<file path="config.mk">
export PLATFORM = sky130hd
export DESIGN_NAME = emergency_request_arbiter
export DESIGN_NICKNAME = d
export VERILOG_FILES = /design/src/rtl/emergency_request_arbiter.sv
export SDC_FILE = /design/constraint.sdc
export NUM_CORES = 1
export LEC_CHECK = 0
export CAP_MARGIN = 20
export CORE_AREA = 3 3 75 77
export CTS_CLUSTER_DIAMETER = 30
export CTS_CLUSTER_SIZE = 14
export DETAILED_ROUTE_END_ITERATION = 7
export DIE_AREA = 0 0 78 80
export GPL_ROUTABILITY_DRIVEN = 0
export PLACE_DENSITY = 0.66
export SETUP_SLACK_MARGIN = 0.4
export SLEW_MARGIN = 20
export SYNTH_ARGS = -nofsm -noshare
export SYNTH_HDL_FRONTEND = slang
export SYNTH_SLANG_ARGS = --single-unit
</file>
<file path="constraint.sdc">
create_clock -name clk -period 5.2 [get_ports clk]
set_input_delay 1.04 -clock clk [delete_from_list [all_inputs] [get_ports clk]]
set_output_delay 1.04 -clock clk [all_outputs]
set_load 0.01 [all_outputs]
</file>
<file path="src/rtl/emergency_request_arbiter.sv">
// Emergency-vehicle request front end: synchronises and debounces four detector lines,
// then grants one approach at a time with round-robin order, a hold limit and a cooldown.
module emergency_request_arbiter #(
    parameter int DEBOUNCE_CYCLES = 4,
    parameter int MAX_HOLD_CYCLES = 64,
    parameter int COOLDOWN_CYCLES = 8
) (
    input  logic       clk,
    input  logic       rst,
    input  logic [3:0] req_raw,
    output logic [3:0] emergency,
    output logic       busy,
    output logic       timeout_pulse,
    output logic [3:0] locked
);

    // state    | meaning
    // IDLE     | no grant; waiting for an eligible filtered request
    // GRANT    | one approach granted; hold timer running
    // COOLDOWN | forced all-zero gap after a grant ends
    typedef enum logic [1:0] {
        IDLE     = 2'd0,
        GRANT    = 2'd1,
        COOLDOWN = 2'd2
    } state_t;

    localparam int DW = $clog2(DEBOUNCE_CYCLES + 1);
    localparam int HW = $clog2(MAX_HOLD_CYCLES + 1);
    localparam int CW = $clog2(COOLDOWN_CYCLES + 1);
    localparam logic [DW-1:0] DB_LAST   = DW'(DEBOUNCE_CYCLES - 1);
    localparam logic [HW-1:0] HOLD_LAST = HW'(MAX_HOLD_CYCLES - 1);
    localparam logic [CW-1:0] CD_LAST   = CW'(COOLDOWN_CYCLES - 1);

    logic [3:0]    sync1;
    logic [3:0]    sync2;
    logic [3:0]    filt;
    logic [DW-1:0] db_cnt [4];

    always_ff @(posedge clk) begin
        if (rst) begin
            sync1 <= '0;
            sync2 <= '0;
            filt  <= '0;
            for (int i = 0; i < 4; i++) begin
                db_cnt[i] <= '0;
            end
        end else begin
            sync1 <= req_raw;
            sync2 <= sync1;
            for (int i = 0; i < 4; i++) begin
                if (sync2[i] != filt[i]) begin
                    if (db_cnt[i] == DB_LAST) begin
                        filt[i]   <= ~filt[i];
                        db_cnt[i] <= '0;
                    end else begin
                        db_cnt[i] <= db_cnt[i] + 1'b1;
                    end
                end else begin
                    db_cnt[i] <= '0;
                end
            end
        end
    end

    state_t        state;
    state_t        state_next;
    logic [HW-1:0] hold_cnt;
    logic [HW-1:0] hold_next;
    logic [CW-1:0] cd_cnt;
    logic [CW-1:0] cd_next;
    logic [1:0]    last_ptr;
    logic [1:0]    last_next;
    logic [3:0]    emergency_next;
    logic          timeout_next;
    logic [3:0]    lock_set;
    logic [3:0]    eligible;
    logic [1:0]    cand;
    logic [1:0]    pick_idx;
    logic          pick_valid;

    assign eligible = filt & ~locked;

    // Rotation N(3)->E(2)->S(1)->W(0)->N walks downward from the last grant; the
    // last-granted approach itself is tried last.
    always_comb begin
        pick_valid = 1'b0;
        pick_idx   = last_ptr;
        cand       = last_ptr;
        for (int k = 1; k <= 4; k++) begin
            cand = last_ptr - 2'(k);
            if (!pick_valid && eligible[cand]) begin
                pick_valid = 1'b1;
                pick_idx   = cand;
            end
        end
    end

    always_comb begin
        state_next     = state;
        emergency_next = emergency;
        hold_next      = hold_cnt;
        cd_next        = cd_cnt;
        last_next      = last_ptr;
        timeout_next   = 1'b0;
        lock_set       = '0;
        case (state)
            IDLE: begin
                emergency_next = '0;
                if (pick_valid) begin
                    state_next     = GRANT;
                    emergency_next = 4'b0001 << pick_idx;
                    hold_next      = '0;
                    last_next      = pick_idx;
                end
            end
            GRANT: begin
                // A genuine release wins over a coincident timeout.
                if (!filt[last_ptr]) begin
                    state_next     = COOLDOWN;
                    emergency_next = '0;
                    cd_next        = '0;
                end else if (hold_cnt == HOLD_LAST) begin
                    state_next         = COOLDOWN;
                    emergency_next     = '0;
                    cd_next            = '0;
                    timeout_next       = 1'b1;
                    lock_set[last_ptr] = 1'b1;
                end else begin
                    hold_next = hold_cnt + 1'b1;
                end
            end
            COOLDOWN: begin
                emergency_next = '0;
                if (cd_cnt == CD_LAST) begin
                    state_next = IDLE;
                end else begin
                    cd_next = cd_cnt + 1'b1;
                end
            end
            default: begin
                state_next     = IDLE;
                emergency_next = '0;
            end
        endcase
    end

    always_ff @(posedge clk) begin
        if (rst) begin
            state         <= IDLE;
            emergency     <= '0;
            busy          <= 1'b0;
            timeout_pulse <= 1'b0;
            locked        <= '0;
            hold_cnt      <= '0;
            cd_cnt        <= '0;
            last_ptr      <= 2'd0;
        end else begin
            state         <= state_next;
            emergency     <= emergency_next;
            busy          <= (state_next != IDLE);
            timeout_pulse <= timeout_next;
            locked        <= (locked & filt) | lock_set;
            hold_cnt      <= hold_next;
            cd_cnt        <= cd_next;
            last_ptr      <= last_next;
        end
    end

endmodule
</file>
==> results.cfg <==
[die]
num_rows = 26
io_pins = 16
die_y_um = 80
start_util_pct = 44.18
core_area_um2 = 5075
die_area_um2 = 6240
die_w_um = 78

[routing]
wl_per_cell_um = 11.54
via_count = 1601
first_iter_violations = 98
drtPass1Iterations = 4
drt-total-wl_um = 3752
final_antenna_net_count = 0
drc = 0
vias_per_cell = 4.926

[yosys]
synthCells = 224
netlist_area_um2 = 2242
synth_edf_count = 12
ys_types = 46
ys.flop_type = dfxtp_1
async_flop_share_pct = 0
yosys_warnings = 0
ys_seq_area_share_pct = 49.11
yosys_register_bits = 49
synth.avg_cell_area_um2 = 10.01

[clocking]
post_cts_buffers = 0
cts_hold_buf = 0
insertion_delay_ns = 0.30
cts-resized-gates = 0
clk_pin_slew_ns = 0.09
cts_tree = done
cts-buffers-inserted = 5
clockBufferDepth = 2
cts_num_sinks = 49
htreeDepth = 2
cts-root-buf = clkbuf_8

[critical_path]
worstPathCellList = inv_1 -> ha_1 -> and2b_1 -> a22oi_1 -> or3b_4 -> a311oi_4 -> a32o_2
crit-reg2reg-launch = last_ptr[0]
required_ns = 5.44
path_max_fanout = 12
cp_num_buf_inv = 1
end_kind = flip-flop
critPathLaunch = last_ptr[0]
cp_top_family = compound AO/OA/AOI/OAI gates
cpPeakStageDelay_ns = 0.55
cp_slowest_cell = dfxtp_1
crit_type = reg -> reg
worstPathArrival_ns = 2.88
start_kind = flip-flop

[final_layout]
fin_area_um2 = 2650
utilization_pct = 52.22
final_nets = 274
final_common_cell = dfxtp_1
diodes = 0
area_delta_synth_final_pct = 18.19
multi_input_area_um2 = 1121
fillers = 493
regArea_um2 = 1101
stdcell_count = 325
drive_above_1_share_pct = 6.667
layout_common_cells = dfxtp_1, nor2_1, nand2_1, clkdlybuf4s50_1, ha_1

[sta]
setup_tns_ns = 0
hold_viol = 0
slew_violations = 0
fmax_mhz = 378.7
setup_viol = 0
worstMarginPinSlew_ns = 0.6440
finClkSkew_ns = 0.005168
period_share_pct = 50.77
fin_ws_ns = 2.560
relSlewSlack_pct = 56.78
rsz0062_at_grt = false
post-route-min-period_ns = 2.640

[flow_run]
maxCapViolations = 0

[min_path]
hp-class = reg -> reg
holdCritStartpoint = sync1[3]

[placed_design]
dp_cells = 317
port_buffers = 15
place_ws_ns = 2.600
placed_area_um2 = 2516
dp_hpwl_um = 2692

[global_route]
antenna_found_initial = 0
grt_first_pass_wirelength_um = 6741
track_usage_pct = 13.52
grt_max_degree = 37
grt_pass1_vias = 1539
overflow = 0

[power_and_ir_drop]
peakVddDrop_uv = 164.7
leakage_nw = 1.019
p_per_area_nw_per_um2 = 281.5

[run_status]
status = finished clean
==> metrics by stage <==
step	total power, mW	hold slack [ns]
floorplan	0.4301	0.4138
global placement	0.4396	0.4175
detailed placement	0.4403	0.4264
CTS	0.7561	0.4508
global route	0.7722	0.4715
finish	0.7461	0.4441
==> cells by family (layout without fill, tap and decap cells) <==
logic type / Yosys count / after routing / share of synthesized area, %
compound gates: 26 / 26 / 8.762
xor+xnor: 10 / 10 / 3.906
fa+ha+maj: 14 / 14 / 7.813
buf+inv: 16 / 36 / 2.734
flops: 49 / 49 / 49.11
mux: 8 / 8 / 4.855
other cells: 1 / 12 / 0.1673
simple gates: 100 / 100 / 22.66
==> layer usage <==
layer	track usage [%]	part of all wire, %	routed length [µm]	vias to the layer above
met5	0	0	0	-
met4	5.594	1.4	53	0
met3	2.822	4.3	161	7
met2	21.83	46	1723	30
met1	17.59	48	1813	732
li1	-	-	-	832
==> registers in the layout, summed over array words and instances (netlist names), 2 cells and up <==
signal	cells
hold_cnt	7
cd_cnt	4
locked	4
filt	4
last_ptr	2
state	2
emergency	4
db_cnt	12
sync2	4
sync1	4
==> path summary, 6_finish.rpt <==
path / end / slack, ns / cells after the start
setup / recovery: emergency[2] / 2.56 / 7
hold / removal: sync2[3] / 0.44 / 1
setup reg to reg: emergency[2] / 2.56 / 7
hold reg to reg: sync2[3] / 0.44 / 1
==> cell usage after synthesis (all sizes together), types with 2 or more instances <==
library cell,n,area (µm²)
nor2b,13,81.33
o41ai,2,17.52
mux4,2,48.80
mux2i,6,60.06
ha,14,175.2
a21oi,6,30.03
nand2b,6,40.04
a311oi,3,43.80
nor2,28,105.1
inv,11,41.29
or3b,2,20.02
or3,5,31.28
xor2,6,52.55
xnor2,4,35.03
clkbuf,3,11.26
nand3,2,10.01
nand2,23,86.33
buf,2,8.750
o22ai,2,12.51
nand4,4,25.02
nor3,8,40.04
edfxtp,12,360.4
nor3b,3,22.52
o21ai,6,30.02
dfxtp,37,740.7
==> power by group <==
part | total [mW] | switching (mW) | leakage (nW) | internal (mW)
clock network | 0.315 | 0.124 | 0.0681 | 0.191
logic | 0.0295 | 0.0158 | 0.527 | 0.0137
registers | 0.402 | 0.00373 | 0.424 | 0.398
total | 0.746 | 0.144 | 1.02 | 0.603
==> cell type report <==
type                       instances  share of cell area [%]
sequential                        49                   41.55
tap                               70                   3.305
clock inverter                     3                   2.455
multi-input combinational        170                   42.30
clock buffer                       5                   2.597
inverter                          11                   1.558
timing repair buffer              17                   6.232
(Power assumes the default switching activity.)
